==> src/rtl/i2cs_fifo_target.sv <==
`default_nettype none
// ============================================================================
// Module   : i2cs_fifo_target
// Brief    : I2C 7-bit target engine with filtered inputs and RX/TX FIFOs
// Revision : 1.0
// ============================================================================
module i2cs_fifo_target #(
  parameter int FIFO_DEPTH   = 8,
  parameter int DEBOUNCE_LEN = 20,
  parameter int SDA_HOLD     = 8,
  localparam int CW          = $clog2(FIFO_DEPTH) + 1
) (
  input  logic          apb_pclk_i,
  input  logic          apb_presetn_i,
  input  logic          i2c_scl_i,
  input  logic          i2c_sda_i,
  output logic          i2c_sda_oe_o,
  input  logic          enable_i,
  input  logic [6:0]    dev_addr_i,
  input  logic          gcall_en_i,
  output logic [7:0]    rx_data_o,
  output logic          rx_valid_o,
  input  logic          rx_ready_i,
  input  logic [7:0]    tx_data_i,
  input  logic          tx_valid_i,
  output logic          tx_ready_o,
  output logic [CW-1:0] rx_count_o,
  output logic [CW-1:0] tx_count_o,
  output logic          busy_o,
  output logic          start_o,
  output logic          stop_o,
  output logic          rx_ovf_o,
  output logic          tx_unf_o
);
  localparam int            c_aw       = $clog2(FIFO_DEPTH);
  localparam logic [c_aw-1:0] c_ptr_one = 1;
  localparam logic [CW-1:0] c_full     = CW'(FIFO_DEPTH);

  localparam logic [2:0] c_st_idle     = 3'd0;
  localparam logic [2:0] c_st_addr     = 3'd1;
  localparam logic [2:0] c_st_addr_ack = 3'd2;
  localparam logic [2:0] c_st_wr_data  = 3'd3;
  localparam logic [2:0] c_st_wr_ack   = 3'd4;
  localparam logic [2:0] c_st_rd_data  = 3'd5;
  localparam logic [2:0] c_st_rd_ack   = 3'd6;
  localparam logic [2:0] c_st_ignore   = 3'd7;

  logic [1:0] w_pad, w_filt;
  assign w_pad = {i2c_sda_i, i2c_scl_i};

  // Per line: 2-FF synchroniser then a stability counter; idles high.
  genvar gi;
  for (gi = 0; gi < 2; gi++) begin : g_filt
    logic [1:0] r_sync;
    logic [7:0] r_cnt;
    logic       r_val;
    always_ff @(posedge apb_pclk_i or negedge apb_presetn_i) begin
      if (!apb_presetn_i) begin
        r_sync <= 2'b11;
        r_cnt  <= '0;
        r_val  <= 1'b1;
      end else begin
        r_sync <= {r_sync[0], w_pad[gi]};
        if (r_sync[1] == r_val) begin
          r_cnt <= '0;
        end else if (r_cnt == 8'(DEBOUNCE_LEN - 1)) begin
          r_val <= r_sync[1];
          r_cnt <= '0;
        end else begin
          r_cnt <= r_cnt + 8'd1;
        end
      end
    end
    assign w_filt[gi] = r_val;
  end

  logic w_scl, w_sda, r_scl_d, r_sda_d;
  logic w_scl_rise, w_scl_fall, w_start, w_stop;
  assign w_scl      = w_filt[0];
  assign w_sda      = w_filt[1];
  assign w_scl_rise = w_scl & ~r_scl_d;
  assign w_scl_fall = ~w_scl & r_scl_d;
  assign w_start    = r_scl_d & w_scl & r_sda_d & ~w_sda;
  assign w_stop     = r_scl_d & w_scl & ~r_sda_d & w_sda;

  logic [2:0]      r_state, w_next;
  logic [6:0]      r_shift;
  logic [2:0]      r_bit_cnt;
  logic            r_ack_clk, r_rw;
  logic [7:0]      w_in_byte, w_load_byte;
  logic            w_match;
  logic            w_rx_push, w_rx_ovf, w_rd_load, w_oe_fall, w_busy;
  logic [7:0]      r_rx_mem [FIFO_DEPTH];
  logic [7:0]      r_tx_mem [FIFO_DEPTH];
  logic [c_aw-1:0] r_rx_wptr, r_rx_rptr, r_tx_wptr, r_tx_rptr;
  logic [CW-1:0]   r_rx_cnt, r_tx_cnt;
  logic            w_rx_full, w_rx_pop, w_tx_empty, w_tx_push, w_tx_pop;

  assign w_in_byte   = {r_shift, w_sda};
  assign w_match     = (w_in_byte[7:1] == dev_addr_i) | (gcall_en_i & (w_in_byte == 8'h00));
  assign w_rx_full   = (r_rx_cnt == c_full);
  assign w_rx_pop    = (r_rx_cnt != '0) & rx_ready_i;
  assign w_tx_empty  = (r_tx_cnt == '0);
  assign w_tx_push   = tx_valid_i & tx_ready_o;
  assign w_tx_pop    = w_rd_load & ~w_tx_empty;
  assign w_load_byte = w_tx_empty ? 8'hFF : r_tx_mem[r_tx_rptr];

  always_ff @(posedge apb_pclk_i or negedge apb_presetn_i) begin
    if (!apb_presetn_i) r_state <= c_st_idle;
    else                r_state <= w_next;
  end

  always_comb begin
    w_next = r_state;
    if (!enable_i) begin
      w_next = c_st_idle;
    end else if (w_start) begin
      w_next = c_st_addr;
    end else if (w_stop) begin
      w_next = c_st_idle;
    end else begin
      case (r_state)
        c_st_idle:     w_next = c_st_idle;
        c_st_addr:     if (w_scl_rise && r_bit_cnt == 3'd7)
                         w_next = w_match ? c_st_addr_ack : c_st_ignore;
        c_st_addr_ack: if (w_scl_fall && r_ack_clk)
                         w_next = r_rw ? c_st_rd_data : c_st_wr_data;
        c_st_wr_data:  if (w_scl_rise && r_bit_cnt == 3'd7)
                         w_next = w_rx_full ? c_st_ignore : c_st_wr_ack;
        c_st_wr_ack:   if (w_scl_fall && r_ack_clk) w_next = c_st_wr_data;
        c_st_rd_data:  if (w_scl_rise && r_bit_cnt == 3'd7) w_next = c_st_rd_ack;
        c_st_rd_ack: begin
          // A master NACK ends the read; an ACK reloads on the next fall.
          if (w_scl_rise && !r_ack_clk && w_sda) w_next = c_st_ignore;
          else if (w_scl_fall && r_ack_clk)      w_next = c_st_rd_data;
        end
        c_st_ignore:   w_next = c_st_ignore;
        default:       w_next = c_st_idle;
      endcase
    end
  end

  always_comb begin
    w_rx_push = 1'b0;
    w_rx_ovf  = 1'b0;
    w_rd_load = 1'b0;
    w_oe_fall = 1'b0;
    w_busy    = 1'b0;
    case (r_state)
      c_st_addr_ack: begin
        w_busy = 1'b1;
        if (r_ack_clk) begin
          w_rd_load = r_rw & w_scl_fall;
          w_oe_fall = r_rw & ~w_load_byte[7];
        end else begin
          w_oe_fall = 1'b1;
        end
      end
      c_st_wr_data: begin
        w_busy = 1'b1;
        if (w_scl_rise && r_bit_cnt == 3'd7) begin
          w_rx_push = ~w_rx_full;
          w_rx_ovf  = w_rx_full;
        end
      end
      c_st_wr_ack: begin
        w_busy    = 1'b1;
        w_oe_fall = ~r_ack_clk;
      end
      c_st_rd_data: begin
        w_busy    = 1'b1;
        w_oe_fall = ~r_shift[6];
      end
      c_st_rd_ack: begin
        w_busy = 1'b1;
        if (r_ack_clk) begin
          w_rd_load = w_scl_fall;
          w_oe_fall = ~w_load_byte[7];
        end
      end
      default: w_busy = 1'b0;
    endcase
    if (!enable_i || w_start || w_stop) begin
      w_rx_push = 1'b0;
      w_rx_ovf  = 1'b0;
      w_rd_load = 1'b0;
    end
  end

  always_ff @(posedge apb_pclk_i or negedge apb_presetn_i) begin
    if (!apb_presetn_i) begin
      r_shift   <= '0;
      r_bit_cnt <= '0;
      r_ack_clk <= 1'b0;
      r_rw      <= 1'b0;
      r_scl_d   <= 1'b1;
      r_sda_d   <= 1'b1;
    end else begin
      r_scl_d <= w_scl;
      r_sda_d <= w_sda;
      if (w_next != r_state) begin
        r_bit_cnt <= '0;
        r_ack_clk <= 1'b0;
      end else if (w_scl_rise) begin
        if (r_state == c_st_addr || r_state == c_st_wr_data || r_state == c_st_rd_data)
          r_bit_cnt <= r_bit_cnt + 3'd1;
        if (r_state == c_st_addr_ack || r_state == c_st_wr_ack || r_state == c_st_rd_ack)
          r_ack_clk <= 1'b1;
      end
      // Bit 7 of a read byte goes straight to the pad, so only 7 bits are kept.
      if (w_rd_load)
        r_shift <= w_load_byte[6:0];
      else if (w_scl_rise && (r_state == c_st_addr || r_state == c_st_wr_data))
        r_shift <= {r_shift[5:0], w_sda};
      else if (w_scl_fall && r_state == c_st_rd_data)
        r_shift <= {r_shift[5:0], 1'b0};
      if (r_state == c_st_addr && w_scl_rise && r_bit_cnt == 3'd7)
        r_rw <= w_sda;
    end
  end

  always_ff @(posedge apb_pclk_i or negedge apb_presetn_i) begin
    if (!apb_presetn_i) begin
      for (int i = 0; i < FIFO_DEPTH; i++) r_rx_mem[i] <= '0;
      r_rx_wptr <= '0;
      r_rx_rptr <= '0;
      r_rx_cnt  <= '0;
    end else begin
      if (w_rx_push) begin
        r_rx_mem[r_rx_wptr] <= w_in_byte;
        r_rx_wptr           <= r_rx_wptr + c_ptr_one;
      end
      if (w_rx_pop) r_rx_rptr <= r_rx_rptr + c_ptr_one;
      r_rx_cnt <= r_rx_cnt + CW'(w_rx_push) - CW'(w_rx_pop);
    end
  end

  always_ff @(posedge apb_pclk_i or negedge apb_presetn_i) begin
    if (!apb_presetn_i) begin
      for (int i = 0; i < FIFO_DEPTH; i++) r_tx_mem[i] <= '0;
      r_tx_wptr <= '0;
      r_tx_rptr <= '0;
      r_tx_cnt  <= '0;
    end else begin
      if (w_tx_push) begin
        r_tx_mem[r_tx_wptr] <= tx_data_i;
        r_tx_wptr           <= r_tx_wptr + c_ptr_one;
      end
      if (w_tx_pop) r_tx_rptr <= r_tx_rptr + c_ptr_one;
      r_tx_cnt <= r_tx_cnt + CW'(w_tx_push) - CW'(w_tx_pop);
    end
  end

  // SDA changes only a hold time after SCL falls; bus conditions release at once.
  logic       r_sda_oe, r_oe_pend, r_oe_next;
  logic [7:0] r_hold_cnt;
  logic       r_start, r_stop, r_rx_ovf, r_tx_unf;
  always_ff @(posedge apb_pclk_i or negedge apb_presetn_i) begin
    if (!apb_presetn_i) begin
      r_sda_oe   <= 1'b0;
      r_oe_pend  <= 1'b0;
      r_oe_next  <= 1'b0;
      r_hold_cnt <= '0;
      r_start    <= 1'b0;
      r_stop     <= 1'b0;
      r_rx_ovf   <= 1'b0;
      r_tx_unf   <= 1'b0;
    end else begin
      r_start  <= w_start & enable_i;
      r_stop   <= w_stop & enable_i;
      r_rx_ovf <= w_rx_ovf;
      r_tx_unf <= w_rd_load & w_tx_empty;
      if (!enable_i || w_start || w_stop) begin
        r_sda_oe  <= 1'b0;
        r_oe_pend <= 1'b0;
      end else if (w_scl_fall) begin
        r_oe_pend  <= 1'b1;
        r_oe_next  <= w_oe_fall;
        r_hold_cnt <= 8'(SDA_HOLD - 1);
      end else if (r_oe_pend) begin
        if (r_hold_cnt == '0) begin
          r_sda_oe  <= r_oe_next;
          r_oe_pend <= 1'b0;
        end else begin
          r_hold_cnt <= r_hold_cnt - 8'd1;
        end
      end
    end
  end

  assign i2c_sda_oe_o = r_sda_oe;
  assign rx_data_o    = r_rx_mem[r_rx_rptr];
  assign rx_valid_o   = (r_rx_cnt != '0);
  assign tx_ready_o   = (r_tx_cnt != c_full);
  assign rx_count_o   = r_rx_cnt;
  assign tx_count_o   = r_tx_cnt;
  assign busy_o       = w_busy;
  assign start_o      = r_start;
  assign stop_o       = r_stop;
  assign rx_ovf_o     = r_rx_ovf;
  assign tx_unf_o     = r_tx_unf;
endmodule
`default_nettype wire

==> config.mk <==
export PLATFORM = sky130hd
export DESIGN_NAME = i2cs_fifo_target
export DESIGN_NICKNAME = d
export VERILOG_FILES = /design/src/rtl/i2cs_fifo_target.sv
export SDC_FILE = /design/constraint.sdc
export NUM_CORES = 1
export LEC_CHECK = 0
export BUFFER_PORTS_ARGS = -buffer_cell sky130_fd_sc_hd__buf_2
export CAP_MARGIN = 20
export CORE_MARGIN = 10
export CORE_UTILIZATION = 30
export CTS_CLUSTER_DIAMETER = 120
export DETAILED_ROUTE_END_ITERATION = 10
export GPL_ROUTABILITY_DRIVEN = 0
export PLACE_DENSITY = 0.51
export SLEW_MARGIN = 20
export SYNTH_ARGS = -nofsm -noshare
export SYNTH_HDL_FRONTEND = slang
export SYNTH_SLANG_ARGS = --single-unit
==> constraint.sdc <==
create_clock -name apb_pclk_i -period 4.1 [get_ports apb_pclk_i]
set_clock_uncertainty 0.05 [all_clocks]
set_input_delay 0.82 -clock apb_pclk_i [delete_from_list [all_inputs] [get_ports apb_pclk_i]]
set_output_delay 0.82 -clock apb_pclk_i [all_outputs]
set_load 0.01 [all_outputs]
==> flow_summary.yaml, run 1 <==
detailed_routing:
  drc: 0
  wire_per_inst_um: 17.86
  totalWireLength_um: 21670
  first_iter_violations: 291
  vias: 5877
  ant_nets: 0
  drt_pass1_iterations: 4
  vias_per_cell: 4.845
timing:
  min_period_ns: 3.152
  max-slew-margin-rel: 0.4364
  setup_viol: 0
  finalSetupTns_ns: 0
  timing_hold_violations_final: 0
  worst_slew_pin_slew_ns: 0.8408
  rsz0062_at_grt: "no"
  fin_crit_sh: 0.7688
  maxSlewViolCount: 0
  fmax_ghz: 0.3172
clock_tree:
  numCtsBuffers: 24
  clock-root-buffer: "clkbuf_16"
  holdBufCountCts: 0
  cts_tree: "done"
  ctsHtreeMaxLevel: 1
  cts_resized: 0
  clk_transition_reported_paths_ns: 0.06
  post_cts_buffers: 0
  clkSinkCount: 202
  clock_latency_ns: 0.51
  clockBufferDepth: 3
yosys:
  synth_edf_count: 0
  syn_area_um2: 9676
  syn-num-nets: 794
  ys.flop_type: "dfrtp_1"
  synth.distinct_cells: 61
  yosysSeqAreaShare: 0.5235
  async_flop_share: 1.000
  yosys_warnings: 0
  ys_ff_latch: 202
  syn_inst: 744
  syn_avg_cell_area_um2: 13.00
status:
  status: "finished, final reports clean"
pwr:
  ir_worst_vdd_mv: 0.3226
  leakagePower_nw: 5.019
  total_power_mw: 6.057
  power_density_nw_per_um2: 541.9
floorplan:
  start_util: 0.3050
  core-area_um2: 31720
  io_pins: 47
  fp.dieW_um: 199.6
  num_rows: 65
  die_area_um2: 39830
  die_y_um: 199.6
global_routing:
  grt_usage: 0.1118
  antenna_found_initial: 1
  grt_pass1_vias: 6207
  grt-ovfl-total: 0
  grt_pass1_wl_um: 35330
  grt_max_degree: 88
cells_and_area:
  final.fill_count: 3129
  layout_commonest_cell: "dfrtp_1"
  final_cell_mix: "dfrtp_1, mux2_2, nand2_1"
  diodes: 0
  register_area_um2: 5065
  multi_input_comb_area_um2: 4373
  drive_above_1_share: 0.3342
  fin_nets: 843
  area_delta_synth_final_pct: 15.52
critical_path:
  critPathLaunch: "g_filt[1].r_val"
  crit_path_max_fanout: 18
  crit_required_ns: 4.45
  slowest_stage: "dfstp_2"
  crit_buf_inv: 2
  critPathKind: "reg2reg"
  rr_startpoint: "g_filt[1].r_val"
  cp-start-kind: "flop"
  max_stage_delay_ns: 0.74
  cp_top_family: "simple AND/OR/NAND/NOR gates"
  reg2reg_setup_slack_ns: 0.95
  cp_cell_sequence: "xnor2_1, o21ai_2, or3_1, nor2_1, ha_1, inv_1, ha_1, inv_1, fa_1, xnor2_1"
  crit_path_end_kind: "flop"
  crit_arrival_ns: 3.50
place:
  hpwl_um: 14300
  io_buffer_count: 46
min_path:
  min_from: "g_filt[0].r_sync[0]"
  min_path_type: "reg2reg"
flow_run:
  maxCapViolations: 0
-- per-stage QoR --
step / util / instances / cell area (um2) / setup slack (ns) / hold slack [ns]
6_report: 0.3524 / 1213 / 11180 / 0.9479 / 0.3095
5_1_grt: 0.3524 / 1213 / 11180 / 0.7402 / 0.3189
4_1_cts: 0.3524 / 1213 / 11180 / 0.8975 / 0.3135
3_5_place_dp: 0.3269 / 1169 / 10370 / 0.9133 / 0.3048
3_3_place_gp: 0.3269 / 1169 / 10370 / 0.9819 / 0.2976
2_1_floorplan: - / 744 / 9676 / 1.163 / 0.2952
-- per-layer routing --
metal,global-route usage,routed length (um)
met5,0,0
met1,0.1515,10250
met2,0.1802,10070
met4,0.03057,480
met3,0.01934,859
-- cell type report --
type                    instances  area share
flip-flops and latches        202      0.4532
multi-input cells             483      0.3912
clock buffers                  32     0.06370
well taps                     402     0.04500
repair buffers                 53     0.02832
inverters                      29    0.009963
clock inverters                12    0.008620
-- kinds of logic after synthesis --
logic type / Yosys count / synth area share
AND/OR/NAND/NOR: 177 / 0.1023
XOR/XNOR: 41 / 0.03711
flip-flops: 202 / 0.5235
buffers and inverters: 59 / 0.02457
AO/OA/AOI/OAI: 71 / 0.04668
multiplexers: 167 / 0.2294
adder cells (fa/ha/maj): 27 / 0.03647
-- cells in the mapped netlist, types with 7 or more instances --
cell type,instances,area (um2)
dfrtp_1,194,4855
mux2_2,118,1329
nand2_1,59,221.5
nor2_1,33,123.9
mux4_2,32,720.7
o21ai_0,32,160.2
inv_1,27,101.4
ha_1,25,312.8
xnor2_1,21,183.9
xor2_1,20,175.2
mux2i_1,17,170.2
clkbuf_1,16,60.06
nand3_1,14,70.07
buf_2,8,40.04
dfstp_2,8,210.2
nand4_1,8,50.05
nor4_1,8,50.05
a21oi_1,7,35.03
and2_1,7,43.79
nor3_1,7,35.03
-- where the power goes --
part           internal (mW)  switching [mW]
clock                   1.28           0.852
combinational          0.702           0.522
sequential              2.40           0.296
-- sequential cells by signal, indices dropped and copies added, names as in the netlist, 2 cells and up --
register       flops
g_filt.r_cnt      16
g_filt.r_sync      4
g_filt.r_val       2
r_bit_cnt          3
r_hold_cnt         8
r_rx_mem          64
r_rx_rptr          3
r_rx_wptr          3
r_shift            7
r_state            3
r_tx_mem          64
r_tx_rptr          3
r_tx_wptr          3
rx_count_o         4
tx_count_o         4
-- worst paths after layout --
kind / end / cells after the start
setup / recovery: tx_count_o[2] / 10
hold / removal: g_filt[0].r_sync[1] / 0
setup reg to reg: tx_count_o[2] / 10
hold reg to reg: g_filt[0].r_sync[1] / 0
max in group asynchronous: r_rx_mem[36] / 2
min in group asynchronous: g_filt[1].r_cnt[4] / 1
No activity file was read; power rests on OpenSTA's default activity.
==> inputs of run 2 (changes only) <==
--- a/config.mk
+++ b/config.mk
@@ -5,6 +5,7 @@
 export SDC_FILE = /design/constraint.sdc
 export NUM_CORES = 1
 export LEC_CHECK = 0
+export ABC_AREA = 1
 export BUFFER_PORTS_ARGS = -buffer_cell sky130_fd_sc_hd__buf_2
 export CAP_MARGIN = 20
 export CORE_MARGIN = 10
@@ -12,7 +13,7 @@
 export CTS_CLUSTER_DIAMETER = 120
 export DETAILED_ROUTE_END_ITERATION = 10
 export GPL_ROUTABILITY_DRIVEN = 0
-export PLACE_DENSITY = 0.51
+export PLACE_DENSITY = 0.52
 export SLEW_MARGIN = 20
 export SYNTH_ARGS = -nofsm -noshare
 export SYNTH_HDL_FRONTEND = slang
==> constraint.sdc (replaced) <==
create_clock -name apb_pclk_i -period 2.7 [get_ports apb_pclk_i]
set_clock_uncertainty 0.05 [all_clocks]
set_input_delay 0.54 -clock apb_pclk_i [delete_from_list [all_inputs] [get_ports apb_pclk_i]]
set_output_delay 0.54 -clock apb_pclk_i [all_outputs]
set_load 0.01 [all_outputs]
==> run 2 against run 1 <==
Compared with the run above:
- critical path type is now reg2out
- global-route usage grew 0.93 points
- synthesized area is 0.81% higher
- total power increased by 60%
- sequential share of layout area shrank 1.2 points
- worst hold slack lost 0.23 ns
- sequential power is 45% higher
- largest cell class unchanged
==> flow_summary.yaml, run 2 <==
timing:
  min_period_ns: 2.594
  maxSlewViolCount: 0
  max-slew-margin-rel: 0.6508
  timing_hold_violations_final: 0
  fin_crit_sh: 0.9608
  fmax_ghz: 0.3855
  worst_hold_slack_ns: 0.07993
  worst_slew_pin_slew_ns: 0.5201
  setup_viol: 0
critical_path:
  crit_path_max_fanout: 33
  critPathKind: "reg2out"
  crit_buf_inv: 2
  cp-start-kind: "flop"
  cp_top_family: "compound AO/OA/AOI/OAI gates"
  slowest_stage: "dfrtp_2"
  max_stage_delay_ns: 0.46
  crit_required_ns: 2.11
  cp_cell_sequence: "buf_12, o21ai_0, o22ai_1, nor2_1, a31oi_1, buf_2"
  crit_arrival_ns: 2.00
  path_depth: 6
  r2r.worst_path.cells: 12
  crit_path_end_kind: "primary output"
detailed_routing:
  first_iter_violations: 529
  drt_pass1_iterations: 5
  drc: 0
  vias_per_cell: 4.672
  ant_nets: 0
  totalWireLength_um: 24380
  wire_per_inst_um: 14.65
  vias: 7775
yosys:
  syn_area_um2: 9754
  yosys_warnings: 0
  synth_top_family_by_area: "simple AND/OR/NAND/NOR gates"
  syn_avg_cell_area_um2: 8.541
  muxShareOfSynthArea: 0.003335
  async_flop_share: 1.000
  synth.distinct_cells: 40
  ys_top_cells_by_area: "dfrtp_1, nand2_1, o21ai_0, nor2_1, inv_1"
  synthSimpleGateAreaFrac: 0.2002
  yosysTopAreaCell: "dfrtp_1"
  ys.flop_type: "dfrtp_1"
  synthXorXnorAreaFrac: 0.01796
  synth.most_common_cell: "nand2_1"
  synth_top_area_frac: 0.4977
  synth-compound-area-share: 0.1575
  syn-num-nets: 1192
  synthAdderAreaFrac: 0.03617
  synth_edf_count: 0
  syn_inst: 1142
  yosys-top-cells-count: "nand2_1, dfrtp_1, o21ai_0, nor2_1, inv_1"
  ys_ff_latch: 202
  yosysSeqAreaShare: 0.5192
cells_and_area:
  final_core_util: 0.3609
  area_delta_synth_final_pct: 17.64
  fin_nets: 1262
  final_cell_mix: "nand2_1, dfrtp_1, o21ai_0"
  reg.largest.list: "r_rx_mem (64), r_tx_mem (64), g_filt.r_cnt (16)"
  layout_commonest_cell: "nand2_1"
  final_area_um2: 11470
  drive_above_1_share: 0.1408
  diodes: 0
global_routing:
  grt_pass1_wl_um: 40920
  gr-usage-met2: 0.1953
  grt_pass1_vias: 7594
  grt.busiest_layer: "met2"
  grt-ovfl-total: 0
  met1_usage: 0.1662
  grt_max_degree: 61
  grt_usage: 0.1211
  antenna_found_initial: 0
  met3_usage: 0.01757
floorplan:
  io_pins: 47
  die_area_um2: 40130
  start_util: 0.3067
  die_y_um: 200.3
  fp.dieW_um: 200.3
  num_rows: 65
  core-area_um2: 31800
clock_tree:
  cts_tree: "done"
  clk_transition_reported_paths_ns: 0.06
  clock_latency_ns: 0.51
  clock-root-buffer: "clkbuf_16"
  clkSinkCount: 202
  numCtsBuffers: 24
  ctsHtreeMaxLevel: 1
  clockBufferDepth: 3
pwr:
  ir_worst_vdd_mv: 0.3765
  power_density_nw_per_um2: 847.0
  leakagePower_nw: 5.446
flow_run:
  maxCapViolations: 0
place:
  hpwl_um: 16610
  io_buffer_count: 46
  dpl_cell_area_um2: 10600
status:
  status: "finished, final reports clean"
min_path:
  hold_depth: 1
  min_path_type: "in2reg"
run 2: cell types whose count changed in the layout (fill, tap and decap cells not counted), sizes merged, moves of 73 or more:
cell / delta
mux2: -116
nand2: +184
nor2: +117
o21ai: +184
inv: +73
run 2: per-layer routing:
metal	vias up	wire length, um
met5	-	0
met4	0	553
met3	38	869
met2	130	11480
met1	3701	11480
li1	3906	-
run 2: stage by stage:
step | TNS (ns) | total power [mW] | worst slack [ns] | std cells
global route | -0.004897 | 10.43 | -0.004897 | 1664
floorplan | 0 | 5.548 | 0.1667 | 1142
CTS | 0 | 9.828 | 0.007655 | 1658
global placement | 0 | 6.429 | 0.1661 | 1614
detailed placement | 0 | 6.480 | 0.1196 | 1614
finish | 0 | 9.719 | 0.1059 | 1664
run 2: logic make-up after synthesis:
| logic type | after synthesis |
|---|---|
| compound gates | 280 |
| xor+xnor | 20 |
| buf+inv | 150 |
| fa+ha+maj | 27 |
| flops | 202 |
| mux | 3 |
| simple gates | 460 |
run 2: final cells by class:
cell class / instances / area, um2
Timing Repair Buffer: 86 / 591.8
Clock buffer: 36 / 716.9
Timing Repair inverter: 1 / 7.507
Fill cell: 3273 / 20320
Inverter: 107 / 407.9
Sequential cell: 202 / 5066
Multi-Input combinational cell: 790 / 4055
Tap cell: 435 / 544.3
Clock inverter: 7 / 85.08
run 2: report_power, final:
part / internal [mW] / total (mW) / switching, mW
Sequential: 3.59 / 3.92 / 0.331
Combinational: 1.00 / 2.53 / 1.53
Clock: 2.02 / 3.27 / 1.25
run 2: worst paths after layout:
| kind | startpoint | to | slack, ns |
|---|---|---|---|
| max | r_rx_rptr[0] | rx_data_o[6] | 0.11 |
| min | i2c_scl_i | g_filt[0].r_sync[0] | 0.08 |
| max reg2reg | r_sda_d | rx_count_o[2] | 0.14 |
| min reg2reg | g_filt[1].r_sync[0] | g_filt[1].r_sync[1] | 0.31 |
| max in group asynchronous | apb_presetn_i | g_filt[0].r_sync[1] | 1.45 |
| min in group asynchronous | apb_presetn_i | r_rx_mem[58] | 0.48 |
run 2: repair_timing:
action,CTS,global route
pin swaps,0,2
endpoints found under the hold margin,37,0
resized for setup,2,5
cloned,0,1
hold buffers,1,0
buffers inserted,0,5
setup endpoints to repair,8,11
